==> src/rtl/priority_mux_arbiter_if.sv <==
// ---------------------------------------------------------------------------
// priority_mux_arbiter_if
//
// Purpose: bundles the producer-side and consumer-side handshake signals of
// priority_mux_arbiter into one interface.
//
// Signals:
//   mode      - 0 = fixed priority (ch0 highest), 1 = round-robin
//   in_data   - NUM_CH*WIDTH, channel i at [i*WIDTH +: WIDTH]
//   in_valid  - per-channel valid
//   in_ready  - per-channel ready (at most one bit set)
//   in_last   - per-channel end-of-packet flag (only with PRIORITY_MUX_LOCK_EN)
//   out_data  - registered selected data
//   out_sel   - registered index of the channel that supplied out_data
//   out_valid - registered output valid
//   out_ready - downstream ready
//
// Modports: master = producers/consumer environment, slave = the arbiter.
// Optional macro: PRIORITY_MUX_LOCK_EN adds in_last.
// ---------------------------------------------------------------------------
interface priority_mux_arbiter_if #(
    parameter int WIDTH  = 4,
    parameter int NUM_CH = 4
);
    localparam int SEL_W = $clog2(NUM_CH);

    logic                    mode;
    logic [NUM_CH*WIDTH-1:0] in_data;
    logic [NUM_CH-1:0]       in_valid;
    logic [NUM_CH-1:0]       in_ready;
`ifdef PRIORITY_MUX_LOCK_EN
    logic [NUM_CH-1:0]       in_last;
`endif
    logic [WIDTH-1:0]        out_data;
    logic [SEL_W-1:0]        out_sel;
    logic                    out_valid;
    logic                    out_ready;

    modport master (
`ifdef PRIORITY_MUX_LOCK_EN
        output in_last,
`endif
        output mode, in_data, in_valid, out_ready,
        input  in_ready, out_data, out_sel, out_valid
    );

    modport slave (
`ifdef PRIORITY_MUX_LOCK_EN
        input  in_last,
`endif
        input  mode, in_data, in_valid, out_ready,
        output in_ready, out_data, out_sel, out_valid
    );
endinterface

==> src/rtl/priority_mux_arbiter.sv <==
// ---------------------------------------------------------------------------
// priority_mux_arbiter
//
// Purpose: arbitrates NUM_CH valid/ready producer channels onto a single
// registered output stage, in fixed-priority or round-robin mode.
//
// Ports:
//   clk        - rising-edge clock
//   rst_n      - synchronous active-low reset
//   bus        - priority_mux_arbiter_if.slave (channels in, one channel out)
//   dbg_rr_ptr - current round-robin pointer (observation only)
//   dbg_locked - packet lock held (only with PRIORITY_MUX_LOCK_EN)
//
// Handshake: a word moves on any valid/ready pair when both are 1 at a rising
// clk edge. Producers hold valid and data stable until that edge; in_ready
// may depend combinationally on in_valid, out_valid and out_ready.
//
// Optional macro: PRIORITY_MUX_LOCK_EN adds packet locking via in_last. Once a
// non-last beat is taken from a channel, only that channel is granted until
// its last beat is taken.
// ---------------------------------------------------------------------------
module priority_mux_arbiter #(
    parameter  int WIDTH  = 4,
    parameter  int NUM_CH = 4,
    localparam int SEL_W  = $clog2(NUM_CH)
) (
    input  logic             clk,
    input  logic             rst_n,
    priority_mux_arbiter_if.slave bus,
    output logic [SEL_W-1:0] dbg_rr_ptr
`ifdef PRIORITY_MUX_LOCK_EN
    ,
    output logic             dbg_locked
`endif
);

    logic [SEL_W-1:0] rr_ptr;
    logic [SEL_W-1:0] srch_grant;
    logic             srch_vld;
    logic [SEL_W-1:0] grant;
    logic             grant_vld;
    logic             load_en;
    logic             xfer;
    logic [SEL_W-1:0] ptr_next;

    // Search order: from ch0 in fixed mode, from rr_ptr with wrap in
    // round-robin mode. The first valid channel in that order wins.
    always_comb begin
        int idx;
        srch_grant = '0;
        srch_vld   = 1'b0;
        idx        = 0;
        for (int k = 0; k < NUM_CH; k++) begin
            if (bus.mode) begin
                idx = int'(rr_ptr) + k;
                if (idx >= NUM_CH) idx = idx - NUM_CH;
            end else begin
                idx = k;
            end
            if (!srch_vld && bus.in_valid[idx[SEL_W-1:0]]) begin
                srch_vld   = 1'b1;
                srch_grant = idx[SEL_W-1:0];
            end
        end
    end

`ifdef PRIORITY_MUX_LOCK_EN
    typedef enum logic {LK_OPEN, LK_HELD} lock_state_t;
    lock_state_t      lock_state;
    logic [SEL_W-1:0] lock_ch;

    // While a packet is open only its owner may be granted; when the owner
    // has nothing valid there is no grant at all.
    assign grant      = (lock_state == LK_HELD) ? lock_ch : srch_grant;
    assign grant_vld  = (lock_state == LK_HELD) ? bus.in_valid[lock_ch] : srch_vld;
    assign dbg_locked = (lock_state == LK_HELD);
`else
    assign grant     = srch_grant;
    assign grant_vld = srch_vld;
`endif

    // The output register can take a word when empty or being drained now.
    assign load_en  = !bus.out_valid || bus.out_ready;
    assign xfer     = rst_n && load_en && grant_vld;
    assign ptr_next = (grant == SEL_W'(NUM_CH - 1)) ? '0 : grant + 1'b1;

    always_comb begin
        bus.in_ready = '0;
        if (xfer) bus.in_ready[grant] = 1'b1;
    end

    assign dbg_rr_ptr = rr_ptr;

    always_ff @(posedge clk) begin
        if (!rst_n) begin
            bus.out_valid <= 1'b0;
            bus.out_data  <= '0;
            bus.out_sel   <= '0;
            rr_ptr        <= '0;
`ifdef PRIORITY_MUX_LOCK_EN
            lock_state    <= LK_OPEN;
            lock_ch       <= '0;
`endif
        end else if (xfer) begin
            // A pop and a new load in the same cycle simply overwrite the
            // register, so there is no bubble.
            bus.out_valid <= 1'b1;
            bus.out_data  <= bus.in_data[int'(grant)*WIDTH +: WIDTH];
            bus.out_sel   <= grant;
`ifdef PRIORITY_MUX_LOCK_EN
            if (bus.in_last[grant]) begin
                lock_state <= LK_OPEN;
                rr_ptr     <= ptr_next;
            end else begin
                // Pointer stays put mid-packet so fairness resumes after it.
                lock_state <= LK_HELD;
                lock_ch    <= grant;
            end
`else
            rr_ptr        <= ptr_next;
`endif
        end else if (bus.out_valid && bus.out_ready) begin
            // Drained with nothing new: data/sel keep their stale values.
            bus.out_valid <= 1'b0;
        end
    end

endmodule

==> src/flat_wrapper.sv <==
// flat-port wrapper written by rule: the top's interface ports become plain ports
module priority_mux_arbiter_flat 
#(
    parameter  int WIDTH  = 4,
    parameter  int NUM_CH = 4,
    localparam int SEL_W  = $clog2(NUM_CH)
)
  (clk, rst_n, dbg_rr_ptr, bus_mode, bus_in_data, bus_in_valid, bus_out_ready, bus_in_ready, bus_out_data, bus_out_sel, bus_out_valid);
  priority_mux_arbiter_if #(.WIDTH(WIDTH), .NUM_CH(NUM_CH)) bus_i ();
  input  logic clk;
  input  logic rst_n;
  output logic [SEL_W-1:0] dbg_rr_ptr;
  input wire logic [$bits(bus_i.mode)-1:0] bus_mode;
  input wire logic [$bits(bus_i.in_data)-1:0] bus_in_data;
  input wire logic [$bits(bus_i.in_valid)-1:0] bus_in_valid;
  input wire logic [$bits(bus_i.out_ready)-1:0] bus_out_ready;
  output wire logic [$bits(bus_i.in_ready)-1:0] bus_in_ready;
  output wire logic [$bits(bus_i.out_data)-1:0] bus_out_data;
  output wire logic [$bits(bus_i.out_sel)-1:0] bus_out_sel;
  output wire logic [$bits(bus_i.out_valid)-1:0] bus_out_valid;
  assign bus_i.mode = bus_mode;
  assign bus_i.in_data = bus_in_data;
  assign bus_i.in_valid = bus_in_valid;
  assign bus_i.out_ready = bus_out_ready;
  assign bus_in_ready = bus_i.in_ready;
  assign bus_out_data = bus_i.out_data;
  assign bus_out_sel = bus_i.out_sel;
  assign bus_out_valid = bus_i.out_valid;
  priority_mux_arbiter #(.WIDTH(WIDTH), .NUM_CH(NUM_CH)) u_core (.clk(clk), .rst_n(rst_n), .bus(bus_i), .dbg_rr_ptr(dbg_rr_ptr));
endmodule
==> config.mk <==
export PLATFORM = sky130hd
export DESIGN_NAME = priority_mux_arbiter_flat
export DESIGN_NICKNAME = d
export VERILOG_FILES = /design/src/rtl/priority_mux_arbiter_if.sv /design/src/rtl/priority_mux_arbiter.sv /design/src/flat_wrapper.sv
export SDC_FILE = /design/constraint.sdc
export NUM_CORES = 1
export LEC_CHECK = 0
export ABC_AREA = 1
export BUFFER_PORTS_ARGS = -buffer_cell sky130_fd_sc_hd__buf_2
export CAP_MARGIN = 20
export CORE_ASPECT_RATIO = 1.2
export CORE_UTILIZATION = 46
export CTS_BUF_LIST = sky130_fd_sc_hd__clkbuf_4 sky130_fd_sc_hd__clkbuf_8 sky130_fd_sc_hd__clkbuf_16
export DETAILED_ROUTE_END_ITERATION = 12
export PLACE_DENSITY = 0.79
export SYNTH_ARGS = -nofsm -noshare
export SYNTH_HDL_FRONTEND = slang
export SYNTH_SLANG_ARGS = --single-unit
==> constraint.sdc <==
create_clock -name clk -period 2.26 [get_ports clk]
set_input_delay 0.113 -clock clk [delete_from_list [all_inputs] [get_ports clk]]
set_output_delay 0.113 -clock clk [all_outputs]
set_load 0.005 [all_outputs]
# Word level (Yosys, flattened, before mapping)
# Index checks and enable logic that the tools add are counted.
[classes]
add_sub_neg = 8
n_reduce_logical = 13
shifts = 1
mux = 30
n_eq_ne = 1
order_cmp = 10
[op_table]
columns = ["cell", "count"]
rows = [
  ["$mux W2", 13],
  ["$shiftx A16 B5 Y4", 1],
  ["$lt A2 B3 Y1 const B", 5],
  ["$mux W1", 11],
  ["$ge A3 B3 Y1 const B", 3],
  ["$bmux W1 S2", 4],
  ["$sub A2 B1 Y2 const B", 4],
  ["$logic_and A1 B1 Y1", 7],
  ["$add A2 B2 Y3 const B", 2],
  ["$logic_not A1 Y1", 4],
  ["$mux W4", 1],
  ["$add A2 B1 Y3 const B", 1],
  ["$ge A2 B3 Y1 const B", 1],
  ["$add A2 B1 Y2 const B", 1],
  ["$demux W1 S2", 1],
  ["$eq A2 B2 Y1 const B", 1],
  ["$ge A2 B1 Y1 const B", 1],
  ["$reduce_bool A2 Y1", 1],
  ["$logic_or A1 B1 Y1", 1],
]
[word_totals]
elab_cells = 67
output_inout_bits = 13
regBits = 9
inputBits = 24

# Depth between registers and ports, before layout
# Gate-level depths: netlist of the first run.
[depth]
depth_word = 20
ltp_mapped = 14
mapped_depth_nobuf = 14

# Worst setup path before layout of the first run
# No wires, ideal clock.
[synth_path]
kind = "register -> register"
start = "register u_core.rr_ptr[0] (netlist: u_core.dbg_rr_ptr[0])"
end = "register u_core.rr_ptr[1] (netlist: u_core.dbg_rr_ptr[1])"
path_buffers = 0
period_less_slack_ps = 1835
t_required_ps = 2144
setup_time_ps = 116
arrival_ps = 1718
slack_ps = 425
path_stages_with_launch = 13
path_cell_list = "dfxtp_1 > nand2_2 > nand2_1 > nand2_1 > nand2_1 > nand2_1 > nand3_2 > nand3_2 > nand2_4 > inv_2 > ha_1 > nand2_1 > o21ai_1"
[synth_via]
elab_chain_cells = 17
elab_cells_between_ends = 45
classes_between = "add/sub (8); order compare (4); eq/ne (1); mux (25); reduce/logical (7)"
[synth_rtl]
columns = ["item", "line", "text"]
rows = [
  ["from (decl)", "priority_mux_arbiter.sv:37", "logic [SEL_W-1:0] rr_ptr;"],
  ["from (signal assigned)", "priority_mux_arbiter.sv:120", "rr_ptr <= ptr_next;"],
  ["branches (longest 14 deep; another with $add A2 B1 Y3)", "n/a", ""],
  ["$mux W2 (*)", "priority_mux_arbiter.sv:60", "if (!srch_vld && bus.in_valid[idx[SEL_W-1:0]]) begin"],
  ["$add A2 B1 Y2 or $eq A2 B2 Y1 (tied branches)", "priority_mux_arbiter.sv:85", "assign ptr_next = (grant == SEL_W'(NUM_CH - 1)) ? '0 : grant + 1'b1;"],
  ["$mux W2 (*)", "priority_mux_arbiter.sv:85", ""],
  ["via u_core.ptr_next[1]", "priority_mux_arbiter.sv:44", "logic [SEL_W-1:0] ptr_next;"],
]
# Mark *: on every way through the listed nets, which the timed path passes. The select of a mux whose other input is x is not followed.
# A chain may end at the register's enable or synchronous reset.

# Final worst setup path of the first run
[layout_path]
start = "register u_core.rr_ptr[0] (netlist: u_core.dbg_rr_ptr[0])"
end = "output bus_in_ready[3]"
[layout_via]
elab_chain_cells = 20
elab_cells_between_ends = 48
classes_between = "add/sub (7); order compare (6); mux (27); reduce/logical (8)"
[layout_rtl]
columns = ["item", "line", "text"]
rows = [
  ["branches (longest 19 deep; another with $add A2 B1 Y3)", "n/a", ""],
  ["$mux W4 (*)", "priority_mux_arbiter.sv:89", "if (xfer) bus.in_ready[grant] = 1'b1;"],
  ["to (decl)", "flat_wrapper.sv:17", "output wire logic [$bits(bus_i.in_ready)-1:0] bus_in_ready;"],
]
# Every way passes the cells marked *. The select of a mux whose other input is x is not followed.

==> results_dict.tcl, run 1 <==
set metrics [dict create \
    yosysUniqueCellTypes 20 \
    seq_area_frac_synth 0.222 \
    antenna_found_initial 0 \
    cp-start-kind "flop" \
    finalHoldViolations 0 \
    r2r_end "u_core.dbg_rr_ptr[1]" \
    slowest_stage "dfxtp_4" \
    setup_ws_ns 0.0911 \
    holdPathEnd "u_core.bus.out_valid" \
    yosysTopAreaCell "dfxtp_1" \
    viasPerCell 5.12 \
    final_cells 196 \
    synth_fa_ha_area_frac 0.0154 \
    synth_ff_type "dfxtp_1" \
    synthMuxAreaShare 0 \
    drt_iter0_markers 33 \
    drive_gt1_frac 0.388 \
    synth_common_cells "nand2_1 (39), nand3_1 (31), inv_1 (12), dfxtp_1 (9), nand2_2 (9)" \
    p_per_area_mw_per_mm2 1150 \
    worstMarginPinSlew_ns 0.297 \
    syn_area_per_cell_um2 6.05 \
    finalCritPeriodShare 0.960 \
    crit_chain "nand2_2 > nand2_2 > nand2_2 > o21ai_4 > nand4_2 > nand2_4 > nand2_4 > inv_2 > ha_1 > inv_1 > nor2_1 > buf_2" \
    drv_slew 0 \
    root_buffer "clkbuf_4" \
    criticalPathCategory "reg2out" \
    cts_buffers 3 \
    cap_violations 0 \
    r2r_start "u_core.dbg_rr_ptr[0]" \
    synthesis.nets 159 \
    post-place-ws_ns 0.211 \
    h-tree-depth 1 \
    post-route-drc-count 0 \
    r2r_cells 11 \
    dr.pass1.iters 4 \
    wl_um 1980 \
    multi_input_area_um2 572 \
    area_growth_pct 34.9 \
    synth_top_area_frac 0.222 \
    die_h_um 48.0 \
    overflow 0 \
    max_stage_delay_ns 0.38 \
    synth_xor_area_frac 0 \
    synth-simple-area-share 0.599 \
    tns_ns 0 \
    ys_seq_elements 9 \
    synthCells 134 \
    leakage_nw 0.633 \
    nNetsFinal 204 \
    cts_num_sinks 9 \
    clockBufferDepth 2 \
    io_pins 37 \
    finClkSkew_ns 0.00382 \
    ff_latch_area_um2 184 \
    dp_hpwl_um 1570 \
    required_ns 2.15 \
    gp_congestion 0.744 \
    clk_pin_slew_ns 0.06 \
    vias 1004 \
    wire_per_inst_um 10.1 \
    grt_pass1_vias 731 \
    ys_async_sr_fraction 0 \
    yosys_warnings 0 \
    num_rows 16 \
    setup_viol 0 \
    fmax_ghz 0.461 \
    netlist_area_um2 811 \
    ir_drop_mv 0.622 \
    rsz0062_at_grt "yes" \
    grt_use_total 0.221 \
    ant_nets 0 \
    hold_start "rst_n" \
    status "finished clean" \
    arrival_ns 2.06 \
    path_delay_family "simple AND/OR/NAND/NOR gates" \
    synthTopCellsByArea "dfxtp_1 (22%), nand3_1 (19%), nand2_1 (18%)" \
    r2r_slack_ns 0.41 \
    min_period_ns 2.17 \
    initial_core_util 0.494 \
    hold_buffers 0 \
    grt_max_degree 14 \
    n_antenna_cell 0 \
    critical_path_buf_inv_count 3 \
    synth_compound_area_frac 0.0756 \
    fill_cells 154 \
    dp_cells 186 \
    die-area_mm2 0.00194 \
    crit_path_max_fanout 8 \
    crit_path_end_kind "primary output" \
    tritoncts "yes" \
    synth_top_family_by_area "simple AND/OR/NAND/NOR gates" \
    io_buffers 36 \
    grt_pass1_wl_um 2940 \
    worstHoldPathCells 3 \
    synth_most_common_cell "nand2_1" \
    cpMostUsedCell "nand2_2" \
    clk_latency_ns 0.26 \
    core_area_mm2 0.00164 \
    relSlewSlack 0.801 \
    synth-edff-count 0 \
    worstHoldPathType "in2reg" \
    die_w_um 40.3 \
]
-- sequential cells by signal (all words and copies together), names as in the netlist --
name / count
u_core.bus.out_data: 4
u_core.bus.out_sel: 2
u_core.dbg_rr_ptr: 2
u_core.bus.out_valid: 1
-- cell usage in the layout, fill, tap and decap left out, types with 4 or more instances in the layout --
cell type,n
nand2_1,39
buf_2,36
nand3_1,31
inv_1,12
nand2_2,8
nor2_1,8
dfxtp_1,8
buf_4,6
inv_2,4
a21oi_1,4
clkbuf_4,4
-- cell type report --
cell class	count	share of cell area
sequential	9	0.168
multi-input combinational	107	0.523
timing repair buffer	42	0.206
tap	18	0.0206
clock buffer	4	0.0275
inverter	16	0.0549
-- worst max path at each step --
stage | from | to | slack [ns] | depth (start not counted)
global placement | u_core.dbg_rr_ptr[0] | u_core.dbg_rr_ptr[1] | 0.29 | 12
floorplan | u_core.dbg_rr_ptr[0] | u_core.dbg_rr_ptr[1] | 0.43 | 12
finish | u_core.dbg_rr_ptr[0] | bus_in_ready[3] | 0.09 | 12
CTS | u_core.dbg_rr_ptr[0] | bus_in_ready[3] | 0.04 | 13
detailed placement | u_core.dbg_rr_ptr[0] | u_core.dbg_rr_ptr[1] | 0.21 | 12
global route | u_core.dbg_rr_ptr[0] | bus_in_ready[3] | -0.08 | 12
-- metrics by stage --
stage          hold WS, ns  utilization  power (mW)  area (um^2)
2_1_floorplan        0.331            -       0.821          811
3_3_place_gp         0.452        0.611        1.00         1000
3_5_place_dp         0.450        0.611        1.02         1000
4_1_cts              0.168        0.630        1.17         1030
5_1_grt              0.192        0.666        1.39         1090
6_report             0.175        0.666        1.26         1090
-- metal layers --
| metal | share of wire | routed length (um) | up-vias | global-route usage |
|---|---|---|---|---|
| li1 | - | - | 529 | - |
| met4 | 0.015 | 29 | 0 | 0.120 |
| met1 | 0.43 | 855 | 443 | 0.275 |
| met3 | 0.042 | 82 | 3 | 0.0140 |
| met2 | 0.51 | 1010 | 29 | 0.371 |
| met5 | 0 | 0 | - | 0 |
-- logic make-up (layout without fill, tap and decap cells) --
family / Yosys count / in the layout
adders and majority gates: 1 / 1
and+or+nand+nor: 96 / 96
buffers and inverters: 18 / 62
DFF: 9 / 9
AOI/OAI and AO/OA: 10 / 10
-- worst min-delay path, stage by stage --
cell and delay [ns]:
buf_2 0.15, o21ai_0 0.09, inv_1 0.04
-- power breakdown --
part,switching [mW],internal [mW],leakage [nW]
sequential,0.0454,0.228,0.0753
clock,0.0570,0.0801,0.0184
combinational,0.505,0.343,0.539
-- timing repair --
item,CTS,global route
setup endpoints to repair,2,4
setup buffers,0,6
gates cloned,0,0
pin swaps,0,3
gates resized for setup,1,3
(Power assumes the default switching activity.)
==> run 2: changes to the inputs <==
--- a/config.mk
+++ b/config.mk
@@ -5,14 +5,13 @@
 export SDC_FILE = /design/constraint.sdc
 export NUM_CORES = 1
 export LEC_CHECK = 0
-export ABC_AREA = 1
 export BUFFER_PORTS_ARGS = -buffer_cell sky130_fd_sc_hd__buf_2
 export CAP_MARGIN = 20
 export CORE_ASPECT_RATIO = 1.2
 export CORE_UTILIZATION = 46
 export CTS_BUF_LIST = sky130_fd_sc_hd__clkbuf_4 sky130_fd_sc_hd__clkbuf_8 sky130_fd_sc_hd__clkbuf_16
 export DETAILED_ROUTE_END_ITERATION = 12
-export PLACE_DENSITY = 0.79
+export PLACE_DENSITY = 0.78
 export SYNTH_ARGS = -nofsm -noshare
 export SYNTH_HDL_FRONTEND = slang
 export SYNTH_SLANG_ARGS = --single-unit
==> results_dict.tcl, run 2 <==
set metrics [dict create \
    drv_slew 0 \
    wl_um 2130 \
    wire_per_inst_um 13.3 \
    dr.pass1.iters 4 \
    placed_cell_area_mm2 0.00103 \
    utilization 0.673 \
    grt_pass1_wl_um 3290 \
    overflow 0 \
    ant_nets 0 \
    synth-edff-count 0 \
    cap_violations 0 \
    clk_pin_slew_ns 0.07 \
    grt_use_total 0.227 \
    r2r_cells 7 \
    status "finished clean" \
    pwr-share-clk 0.150 \
    die_w_um 41.3 \
    vias 952 \
    synthesis.nets 127 \
    mostFrequentLayoutCell "buf_2" \
    swShare 0.398 \
    n_antenna_cell 0 \
    p_per_area_mw_per_mm2 766 \
    syn_area_per_cell_um2 8.37 \
    crit_path_end_kind "primary output" \
    required_ns 2.15 \
    initial_core_util 0.507 \
    hold_start "bus_in_data[0]" \
    cp-start-kind "flop" \
    io_pins 37 \
    area_growth_pct 32.6 \
    grt_pass1_vias 798 \
    largest_reg_flops 4 \
    yosysUniqueCellTypes 41 \
    root_buffer "clkbuf_4" \
    seq_power_share 0.273 \
    grt_max_degree 15 \
    arrival_ns 2.05 \
    finClkSkew_ns 0.00697 \
    die_h_um 49.2 \
    setup_viol 0 \
    r2r_end "u_core.bus.out_data[1]" \
    stdcell_area_mm2 0.00113 \
    clk_latency_ns 0.27 \
    h-tree-depth 1 \
    leakage_nw 0.527 \
    p_int_uw 521 \
    drive_gt1_frac 0.444 \
    gp_congestion 0.802 \
    netlist_area_um2 853 \
    worstMarginPinSlew_ns 0.357 \
    viasPerCell 5.95 \
    r2r_start "u_core.dbg_rr_ptr[1]" \
    ys_async_sr_fraction 0 \
    synth_top_area_frac 0.211 \
    nNetsFinal 168 \
    synth_ff_type "dfxtp_1" \
    min_period_ns 2.16 \
    synth_common_cells "nand2_1 (11), dfxtp_1 (9), a21oi_1 (6), o211ai_1 (6)" \
    yosys_warnings 0 \
    core_area_mm2 0.00168 \
    post-place-ws_ns 0.0500 \
    criticalPathCategory "reg2out" \
    seq_area_frac_synth 0.211 \
    p_comb_frac 0.576 \
    worstHoldPathCells 3 \
    holdPathEnd "u_core.bus.out_data[0]" \
    synth_most_common_cell "nand2_1" \
    antenna_found_initial 0 \
    fmax_ghz 0.462 \
    yosysTopAreaCell "dfxtp_1" \
    cts_num_sinks 9 \
    finalHoldViolations 0 \
    dp_hpwl_um 1570 \
    mostFrequentLayoutCells "buf_2 (36), nand2_1 (11), dfxtp_1 (8), buf_4 (7)" \
    post-route-drc-count 0 \
    r2r_slack_ns 0.15 \
    finalCritPeriodShare 0.957 \
    crit_path_max_fanout 13 \
    setup_ws_ns 0.0968 \
    drt_iter0_markers 15 \
    clockBufferDepth 2 \
    tritoncts "yes" \
    ir_drop_mv 0.620 \
    hold_buffers 0 \
    worstHoldPathType "in2reg" \
    io_buffers 36 \
    num_rows 16 \
    ys_seq_elements 9 \
    synthCells 102 \
    cts_buffers 3 \
    power_switching_uw 345 \
    relSlewSlack 0.760 \
    die-area_mm2 0.00203 \
    synthTopCellsByArea "dfxtp_1 (21%), mux2i_1 (5.9%), o211ai_1 (5.3%)" \
    largest_register "u_core.bus.out_data" \
]
-- run 2: cell count changes in the layout (fill, tap and decap cells not counted), sizes merged, moves of 3 or more --
cell | previous run | this run
nand2 | 50 | 12
nor2 | 8 | 3
nand3 | 34 | 0
mux2i | 0 | 5
inv | 16 | 3
o22ai | 0 | 4
a21boi | 0 | 4
a31oi | 0 | 5
a21oi | 4 | 7
o211ai | 0 | 6
and3 | 0 | 3
nand2b | 0 | 4
nand3b | 0 | 4
-- run 2: worst max-delay path by stage --
stage,from,to,cells past startpoint,slack (ns)
global placement,u_core.dbg_rr_ptr[1],u_core.bus.out_data[1],5,0.13
floorplan,u_core.dbg_rr_ptr[0],u_core.bus.out_data[1],6,0.14
finish,u_core.dbg_rr_ptr[0],bus_in_ready[3],8,0.1
global route,u_core.dbg_rr_ptr[1],bus_in_ready[3],9,-0.004
CTS,u_core.dbg_rr_ptr[0],bus_in_ready[1],9,0.01
detailed placement,u_core.dbg_rr_ptr[1],u_core.bus.out_data[1],5,0.05
-- run 2: routing by layer --
layer / GRT usage / up-vias / part of all wire
li1: - / 463 / -
met1: 0.282 / 445 / 0.43
met2: 0.378 / 44 / 0.51
met3: 0.0685 / 0 / 0.064
met4: 0.0323 / 0 / 0
met5: 0 / - / 0
-- run 2: logic make-up after synthesis --
group / count (synthesis) / synth area share
AOI/OAI and AO/OA: 37 / 0.321
and+or+nand+nor: 36 / 0.254
DFF: 9 / 0.211
adders and majority gates: 1 / 0.0147
muxes: 8 / 0.120
buffers and inverters: 11 / 0.0792
-- run 2: timing repair --
action / CTS / global route
pin swaps: 1 / 0
setup buffers: 1 / 3
endpoints found under the setup margin: 3 / 3
resized for setup: 3 / 7
endpoints found under the hold margin: 0 / 0
-- run 2: power by group through the flow --
stage,combinational (mW),clock (mW),sequential [mW]
after global placement,0.424,0,0.233
after floorplan,0.309,0,0.236
after detailed placement,0.436,0,0.236
after CTS,0.447,0.133,0.235
after global routing,0.542,0.142,0.241
final,0.499,0.130,0.237
-- run 2: layout make-up --
cell class,count,area (um^2)
sequential,9,181
timing repair buffer,44,244
clock inverter,1,5.00
multi-input combinational,82,644
tap,18,22.5
fill,149,551
inverter,3,11.3
clock buffer,3,22.5
-- run 2: worst max-delay path: stages, from the launching register on --
cell and delay (ns):
dfxtp_1 0.34, buf_6 0.16, mux2_4 0.32, o22a_1 0.22
o21ai_4 0.19, nand2_4 0.09, ha_1 0.20, and2_1 0.13
buf_2 0.12
-- run 2: metrics by stage --
stage	TNS (ns)	hold WS, ns	total power [mW]	instances
2_1_floorplan	0	0.325	0.544	102
3_3_place_gp	0	0.416	0.657	152
3_5_place_dp	0	0.428	0.672	152
4_1_cts	0	0.145	0.815	157
5_1_grt	-0.00385	0.150	0.925	160
6_report	0	0.145	0.866	160
